<file path="src/rtl/temp_sampler_pkg.sv">
// -----------------------------------------------------------------------------
// temp_sampler_pkg
// Shared constants for the temperature sampler: FSM state encodings,
// the magnitude saturation limit and the width of the BCD field.
// -----------------------------------------------------------------------------
package temp_sampler_pkg;

   typedef enum logic [1:0] {
      TS_IDLE   = 2'd0,
      TS_CONV   = 2'd1,
      TS_COMMIT = 2'd2
   } ts_state_t;

   // Largest magnitude that can be shown as XX.X (99.9 degrees).
   localparam int TS_MAX_MAG = 999;

   // Three BCD digits: hundreds, tens, ones.
   localparam int BCD_W = 12;

endpackage : temp_sampler_pkg

</file>
<file path="src/rtl/temp_sampler_bin_to_bcd_step.sv">
// -----------------------------------------------------------------------------
// bin_to_bcd_step
// One combinational iteration of the shift-add-3 (double dabble) converter.
// The working register is {huns, tens, ones, binary}. Every BCD nibble that
// is 5 or more gets 3 added, then the whole register shifts left by one.
//
// Ports:
//   din   in   BCD_W+BIN_W  working register before this iteration
//   dout  out  BCD_W+BIN_W  working register after this iteration
// -----------------------------------------------------------------------------
module bin_to_bcd_step
   import temp_sampler_pkg::*;
#(
   parameter int BIN_W = 10
) (
   input  logic [BCD_W+BIN_W-1:0] din,
   output logic [BCD_W+BIN_W-1:0] dout
);

   logic [BCD_W-1:0] bcd_adj;
   logic [3:0]       nib;

   // NOTE: every variable written here gets a default first, so no path
   // through the block leaves it unassigned and no latch is inferred.
   always_comb begin
      bcd_adj = din[BCD_W+BIN_W-1 -: BCD_W];
      nib     = '0;
      for (int i = 0; i < BCD_W / 4; i++) begin
         nib = din[BIN_W + 4*i +: 4];
         if (nib >= 4'd5) begin
            bcd_adj[4*i +: 4] = nib + 4'd3;
         end
      end
   end

   // The top bit of the hundreds nibble can never be set for inputs <= 999,
   // so dropping it on the shift loses nothing.
   assign dout = {bcd_adj[BCD_W-2:0], din[BIN_W-1:0], 1'b0};

endmodule : bin_to_bcd_step

</file>
<file path="src/rtl/temp_sampler.sv">
// -----------------------------------------------------------------------------
// temp_sampler
// Accepts signed temperature samples in tenths of a degree, saturates the
// magnitude to 99.9, converts it to three BCD digits with a sequential
// shift-add-3 converter (one iteration per clock), and keeps the current and
// previous converted samples. out_en pulses for one cycle after each update
// and drives the en input of the threshold monitor downstream.
//
// Ports:
//   clk        in   1     system clock
//   rst        in   1     synchronous, active-high reset
//   in_valid   in   1     sample present on in_temp
//   in_temp    in   IN_W  signed sample, tenths of a degree
//   in_ready   out  1     high only in IDLE; accept = in_valid & in_ready
//   cur_*      out  4/1   current sample digits and sign (1 = negative)
//   old_*      out  4/1   previous sample digits and sign
//   out_en     out  1     one-cycle strobe: cur/old just updated
//   overrange  out  1     current sample magnitude was saturated
//   busy       out  1     conversion in progress
// -----------------------------------------------------------------------------
module temp_sampler
   import temp_sampler_pkg::*;
#(
   parameter int IN_W    = 11,
   parameter int MAG_W   = 10,
   parameter int MAX_MAG = TS_MAX_MAG
) (
   input  logic            clk,
   input  logic            rst,
   input  logic            in_valid,
   input  logic [IN_W-1:0] in_temp,
   output logic            in_ready,
   output logic [3:0]      cur_ones,
   output logic [3:0]      cur_tens,
   output logic [3:0]      cur_huns,
   output logic            cur_sign,
   output logic [3:0]      old_ones,
   output logic [3:0]      old_tens,
   output logic [3:0]      old_huns,
   output logic            old_sign,
   output logic            out_en,
   output logic            overrange,
   output logic            busy
);

   localparam int SR_W  = BCD_W + MAG_W;
   localparam int CNT_W = $clog2(MAG_W + 1);

   localparam logic [IN_W-1:0]  MAX_IN   = IN_W'(MAX_MAG);
   localparam logic [MAG_W-1:0] MAX_BIN  = MAG_W'(MAX_MAG);
   localparam logic [CNT_W-1:0] CNT_LAST = CNT_W'(MAG_W - 1);

   ts_state_t        state_q, state_d;
   logic [CNT_W-1:0] cnt_q;
   logic [SR_W-1:0]  sr_q, sr_step;
   logic             sign_pend_q;
   logic             ovr_pend_q;
   logic             first_q;

   // Input magnitude and saturation. The most negative input negates to
   // itself as an unsigned value (1024), which is above the limit and so
   // saturates like any other out-of-range sample.
   logic [IN_W-1:0]  abs_val;
   logic             over_lim;
   logic [MAG_W-1:0] sat_mag;

   assign abs_val  = in_temp[IN_W-1] ? -in_temp : in_temp;
   assign over_lim = abs_val > MAX_IN;
   assign sat_mag  = over_lim ? MAX_BIN : abs_val[MAG_W-1:0];

   bin_to_bcd_step #(
      .BIN_W (MAG_W)
   ) u_step (
      .din  (sr_q),
      .dout (sr_step)
   );

   // ---------------------------------------------------------------- FSM
   // NOTE: clocked state uses non-blocking assignments so every register
   // samples pre-edge values regardless of process ordering.
   always_ff @(posedge clk) begin
      if (rst) begin
         state_q <= TS_IDLE;
      end else begin
         state_q <= state_d;
      end
   end

   always_comb begin
      state_d = state_q;
      case (state_q)
         TS_IDLE:   if (in_valid)            state_d = TS_CONV;
         TS_CONV:   if (cnt_q == CNT_LAST)   state_d = TS_COMMIT;
         TS_COMMIT:                          state_d = TS_IDLE;
         default:                            state_d = TS_IDLE;
      endcase
   end

   always_comb begin
      in_ready = (state_q == TS_IDLE);
      busy     = (state_q != TS_IDLE);
   end

   // ----------------------------------------------------------- datapath
   always_ff @(posedge clk) begin
      if (rst) begin
         cnt_q       <= '0;
         sr_q        <= '0;
         sign_pend_q <= 1'b0;
         ovr_pend_q  <= 1'b0;
         first_q     <= 1'b1;
         cur_huns    <= '0;
         cur_tens    <= '0;
         cur_ones    <= '0;
         cur_sign    <= 1'b0;
         old_huns    <= '0;
         old_tens    <= '0;
         old_ones    <= '0;
         old_sign    <= 1'b0;
         out_en      <= 1'b0;
         overrange   <= 1'b0;
      end else begin
         out_en <= 1'b0;
         case (state_q)
            TS_IDLE: begin
               if (in_valid) begin
                  sign_pend_q <= in_temp[IN_W-1];
                  ovr_pend_q  <= over_lim;
                  sr_q        <= {{BCD_W{1'b0}}, sat_mag};
                  cnt_q       <= '0;
               end
            end
            TS_CONV: begin
               sr_q  <= sr_step;
               cnt_q <= cnt_q + CNT_W'(1);
            end
            TS_COMMIT: begin
               // The very first sample after reset is copied into old as well,
               // so the first delta seen downstream is zero.
               if (first_q) begin
                  old_huns <= sr_q[SR_W-1 -: 4];
                  old_tens <= sr_q[SR_W-5 -: 4];
                  old_ones <= sr_q[SR_W-9 -: 4];
                  old_sign <= sign_pend_q;
               end else begin
                  old_huns <= cur_huns;
                  old_tens <= cur_tens;
                  old_ones <= cur_ones;
                  old_sign <= cur_sign;
               end
               cur_huns  <= sr_q[SR_W-1 -: 4];
               cur_tens  <= sr_q[SR_W-5 -: 4];
               cur_ones  <= sr_q[SR_W-9 -: 4];
               cur_sign  <= sign_pend_q;
               overrange <= ovr_pend_q;
               out_en    <= 1'b1;
               first_q   <= 1'b0;
            end
            default: ;
         endcase
      end
   end

endmodule : temp_sampler

</file>
<file path="config.mk">
export PLATFORM = sky130hd
export DESIGN_NAME = temp_sampler
export DESIGN_NICKNAME = d
export VERILOG_FILES = /design/src/rtl/temp_sampler_pkg.sv /design/src/rtl/temp_sampler_bin_to_bcd_step.sv /design/src/rtl/temp_sampler.sv
export SDC_FILE = /design/constraint.sdc
export NUM_CORES = 1
export LEC_CHECK = 0
export BUFFER_PORTS_ARGS = -buffer_cell sky130_fd_sc_hd__clkbuf_2
export CELL_PAD_IN_SITES_DETAIL_PLACEMENT = 1
export CELL_PAD_IN_SITES_GLOBAL_PLACEMENT = 2
export CORE_ASPECT_RATIO = 0.5
export CORE_MARGIN = 1.5
export CORE_UTILIZATION = 30
export CTS_CLUSTER_DIAMETER = 40
export DETAILED_ROUTE_END_ITERATION = 10
export GPL_TIMING_DRIVEN = 0
export PLACE_DENSITY_LB_ADDON = 0.12
export SYNTH_ARGS = -nofsm -noshare
export SYNTH_HDL_FRONTEND = slang
export SYNTH_SLANG_ARGS = --single-unit
</file>
<file path="constraint.sdc">
create_clock -name clk -period 1.4 [get_ports clk]
set_input_delay 0 -clock clk [delete_from_list [all_inputs] [get_ports clk]]
set_output_delay 0 -clock clk [all_outputs]
set_load 0.01 [all_outputs]
</file>
### Word level (Yosys, flattened, before mapping)

Index checks and enable logic that the tools add are counted.

* reduce and logical (&&, ||, !) cells: 6
* eq/ne operators: 5
* $add $sub $neg: 5
* mux-type cells: 17
* order comparisons: 4

Operators with widths (number)
* 22-bit case mux with 2 select lines: 1
* 4-bit 2-to-1 mux: 6
* 22-bit 2-to-1 mux: 1
* 4-bit by 3-bit greater-or-equal comparator with 1-bit output (second input constant): 3
* 11-bit by 10-bit > comparator with 1-bit output (second input constant): 1
* 11-bit 2-to-1 mux: 1
* 11-bit negator: 1
* 10-bit 2-to-1 mux: 1
* 4-bit by 2-bit adder with 4-bit output (second input constant): 2
* 4-bit case mux with 2 select lines: 1
* 2-bit AND reduction: 3
* 4-bit by 1-bit adder with 4-bit output (second input constant): 1
* 4-bit equality test (second input constant): 1
* 2-bit 2-to-1 mux: 2
* 2-bit != test (second input constant): 2
* 2-bit case mux with 2 select lines: 1
* 2-bit nonzero test: 2
* 3-bit by 2-bit adder with 3-bit output (second input constant): 1
* 3-bit 2-to-1 mux: 1
* 2-bit by 1-bit equality test with 1-bit output (second input constant): 1
* 2-bit equality test (second input constant): 1
* 2-bit logical NOT: 1
* 1-bit 2-to-1 mux: 2

* bits in registers: 59
* output and inout bits: 30
* logic and storage cells: 53
* input port bits: 14

### Logic depth before layout (Yosys ltp)

* depth in word-level cells: 6
* gate-level depth with buffers: 7
* gate-level depth less buffers: 7

### Hierarchy

From an unflattened synthesis, not the netlist that was laid out.

* cell total of the unflattened synthesis: 357
* area, all modules: 3057.9 µm²

By module, submodules not included
* temp_sampler: sequential area each 1181.1 µm², area each 2687.6 µm², times used 1, cells an instance 301
* bin_to_bcd_step: sequential area each 0.0 µm², area each 370.4 µm², times used 1, cells an instance 56

### Worst setup path after synthesis

Ideal clock, no wire load.

* path type: register -> register
* start point: register state_q[1]
* end point: register sr_q[13]
* slack: -87 ps
* arrival: 1370 ps
* required time: 1283 ps
* buffers on the path: 0
* library setup time: 117 ps
* cell stages (with the launch flop): 6
* clock period less this slack: 1487 ps
* path through: dfxtp_1 > nor3b_2 > nor2_1 > nand2_1 > o31ai_1 > a32o_1

* longest elaborated chain between the ends: 3
* elaborated cells between the ends (all ways): 6
* classes of those cells: 2 x eq/ne; 1 x mux; 3 x reduce/logical

Ends and longest elaborated chain
* start: declaration: line temp_sampler.sv:53 `ts_state_t state_q, state_d;`
* start signal: assignment: line temp_sampler.sv:85 `state_q <= state_d;`
* 2-bit by 1-bit equality test with 1-bit output / 2-bit logical NOT (equally long branches): line temp_sampler.sv:124 `case (state_q)`
* 2-bit nonzero test (no source line) / 2-bit != test (equally long branches)
* 2-bit AND reduction (no source line)
* end signal: assignment: line temp_sampler.sv:129 `sr_q <= {{BCD_W{1'b0}}, sat_mag};`
* end signal: assignment: line temp_sampler.sv:134 `sr_q <= sr_step;`
* end: declaration: line temp_sampler.sv:55 `logic [SR_W-1:0] sr_q, sr_step;`

Several ways; a longest one is shown, not always the timed one.
A chain may end at the register's enable or synchronous reset.

### Worst setup path in the final report

* start point: register state_q[0]
* end point: register cnt_q[3]

* longest elaborated chain between the ends: 3
* elaborated cells between the ends (all ways): 6
* classes of those cells: 2 x eq/ne; 1 x mux; 3 x reduce/logical

Ends and longest elaborated chain
* 2-bit by 1-bit equality test with 1-bit output / 2-bit logical NOT (equally long branches): line temp_sampler.sv:124
* 2-bit nonzero test (no source line) / 2-bit != test (equally long branches)
* 2-bit AND reduction (no source line)
* end signal: assignment: line temp_sampler.sv:135 `cnt_q <= cnt_q + CNT_W'(1);`
* end: declaration: line temp_sampler.sv:54 `logic [CNT_W-1:0] cnt_q;`

Several ways; a longest one is shown, not always the timed one.

==> results by group <==
Run status
  – Status: finished, violations left
  – Failing checks: setup timing

Pwr
  – Switch share: 24.6%
  – Gate power share: 10.7%
  – Leak: 1.51 nW
  – Int Pwr: 3.13 mW
  – P_sw: 1.02 mW
  – Worst vdd ir: 347 uV
  – Power Dens Cells: 1110 nW/um2
  – Clock power share: 46.9%
  – Total power: 4.15 mW
  – Seq pwr share: 42.3%

Placement
  – Final HPWL DP: 6150 um
  – Post-Place Cells: 500
  – Final RePlAce weighted congestion: 0.801
  – Place WS: -0.312 ns
  – DP Area: 3250 um2
  – Port bufs: 40

Synth
  – Avg Cell Area, Syn: 8.49 um2
  – List of most frequent post-synthesis cells: 59 x dfxtp_1, 53 x nand2_1, 32 x a21oi_1
  – Number of synthesized flops with an enable pin: 0
  – Ys flop type: dfxtp_1
  – Leading area contributor after synthesis: dfxtp_1
  – Sequential area share after synthesis: 41.0%
  – Seq cells post-synth: 59
  – Fraction of registers with async set or reset after synthesis: 0%
  – Ranking of synthesized cells by area: dfxtp_1 41%, nand2_1 6.9%, a21oi_1 5.6%
  – Synth warnings: 0
  – Post-synth top area share: 41.0%
  – Yosys cell types: 50
  – Top-count cell post-synth: dfxtp_1
  – Synth Instances: 339
  – Synth Net Count: 362
  – Cell Area, Synth: 2880 um2

Critical path
  – Critical Path AT: 1.63 ns
  – Worst path top cell family by delay: simple AND/OR/NAND/NOR gates
  – Critical path's slowest cell: dfxtp_4
  – Cell Chain, Critical Path: nor2b_4, buf_8, buf_6, nand4_1, and3_1, o21a_1
  – Worst path bufs/invs: 2
  – Critical Path RT: 1.62 ns
  – CP startpoint kind: flip-flop
  – Delay of the slowest cell on the worst path: 0.40 ns
  – CP max FO: 6
  – Critical Path End Type: flip-flop
  – WS Path Type: reg -> reg

Drt
  – Wire length per cell: 16.1 um
  – First drt pass iteration count: 4
  – Post-Route WL: 8370 um
  – DRC viols: 0
  – Via count: 2,644
  – Post-DRT Antenna Nets: 0
  – Drt via density: 5.07
  – Initial DRC count: 74

Floorplan
  – Initial Utilization: 30.7%
  – Core area: 9380 um2
  – Die Y: 72.3 um
  – Die area: 10,200 um2
  – Chip Width: 142 um
  – Row count: 25
  – IO Pins: 44

Clock tree
  – H-tree Lvls: 3
  – Root Buffer: clkbuf_16
  – Clock tree buffer depth: 2
  – Clk Latency, worst-skew pair: 0.33 ns
  – Count of clock tree sinks: 59
  – Total CTS buffers: 9
  – TritonCTS clock tree: yes
  – Clock transition at path regs: 0.05 ns

Timing
  – Final Max Slew Viols: 0
  – Slack of the critical path: -0.0148 ns
  – Fmax: 707 MHz
  – Tcrit/Tclk final: 101%
  – Final setup vio count: 1
  – Worst clock skew: 0.00506 ns
  – Slew HR: 54.8%
  – Final Hold Viols: 0
  – Unrepaired setup endpoints after global routing: yes
  – Post-route minimum period: 1.41 ns
  – Slew @ Worst Pin: 0.678 ns

Finish
  – Layout cells sized above 1: 29.3%
  – Post-route design area: 3750 um2
  – Syn-to-layout area delta: 30.4%
  – Fillers: 1,097
  – Non-filler cells, final: 521
  – NumNets Final: 419
  – Ant. Diodes: 0

Worst hold path
  – Type of the worst min-delay path: in -> reg

Flow run
  – Max cap viols: 0

GRT
  – Remaining Overflow, GRT: 0
  – First-pass GRT wire length: 13,800 um
  – Initial antenna violation count: 0
  – Gr usage total: 17.7%
  – Vias in the first global route: 2,667
  – Largest net degree at the start of global routing: 11
==> kinds of logic after synthesis <==
group	after synthesis	share of synthesized area (%)
simple gates	117	19.7
compound gates	96	22.5
flops	59	41.0
buf+inv	34	4.91
mux	14	4.87
xor+xnor	10	3.04
fa+ha+maj	9	3.91
==> area by class of cell <==
cell class	count	area [um2]	area share (%)
plain buffers	18	119	3.17
clock buffers	12	246	6.57
clock inverters	3	15.0	0.400
inverters	13	48.8	1.30
multi-input cells	246	1700	45.2
flip-flops and latches	59	1200	31.9
well taps	121	151	4.03
repair buffers	49	275	7.34
==> power groups by stage <==
stage	logic (mW)	registers [mW]	clock network (mW)
after floorplan	0.258	1.78	0
after global placement	0.365	1.79	0
after detailed placement	0.375	1.79	0
after CTS	0.429	1.75	2.01
after global routing	0.490	1.76	2.11
final	0.445	1.76	1.95
==> final timing paths <==
kind	start	endpoint	slack [ns]	cells past startpoint
max reg2reg	state_q[0]	cnt_q[3]	-0.01	6
min	in_temp[0]	sr_q[0]	0.01	3
min reg2reg	overrange	overrange	0.46	2
max	state_q[0]	cnt_q[3]	-0.01	6
==> layer usage <==
metal	vias up	global-route usage (%)	share of wire, %
met5	-	0	0
met4	0	5.73	1.4
met3	13	5.02	4.9
met2	51	28.9	45
met1	1261	23.0	49
li1	1319	-	-
==> what timing repair did <==
action,CTS,global route
hold buffers,0,0
endpoints found under the setup margin,55,34
setup buffers,8,1
pin swaps,5,7
resized for setup,34,28
==> sequential cells by signal, indices dropped and copies added, names as in the netlist, 2 cells and up <==
| signal | count |
|---|---|
| old_ones | 4 |
| old_huns | 4 |
| cur_huns | 4 |
| cnt_q | 4 |
| sr_q | 22 |
| old_tens | 4 |
| cur_tens | 4 |
| cur_ones | 4 |
| state_q | 2 |
==> cell usage in the layout (no fill, tap or decap), types with 5 or more instances in the layout <==
cell type	netlist	routed
dfxtp_1	59	51
nand2_1	53	50
clkbuf_2	1	44
a21oi_1	32	28
nor2_1	25	24
a211oi_1	19	19
mux2i_1	14	14
o21ai_0	14	11
inv_1	13	10
clkbuf_16	0	9
clkbuf_1	15	8
buf_4	0	8
nor3_1	7	7
nand3_1	6	6
xnor2_1	6	6
o22ai_1	6	6
nand2b_1	8	5
ha_1	9	5
dfxtp_2	0	5
==> stage by stage <==
stage	hold slack [ns]	TNS [ns]	utilization [%]
floorplan	0.190	0	-
global placement	0.348	-9.98	34.7
detailed placement	0.354	-11.58	34.7
CTS	0.00671	-0.0408	39.0
global route	0.0328	-0.223	40.0
finish	0.0127	-0.0148	40.0
==> tightest hold or removal path, delay by kind of cell <==
family,cells,cell delay (ns)
buf+inv,2,0.20
compound gates,1,0.09
No activity file was read; power rests on OpenSTA's default activity.
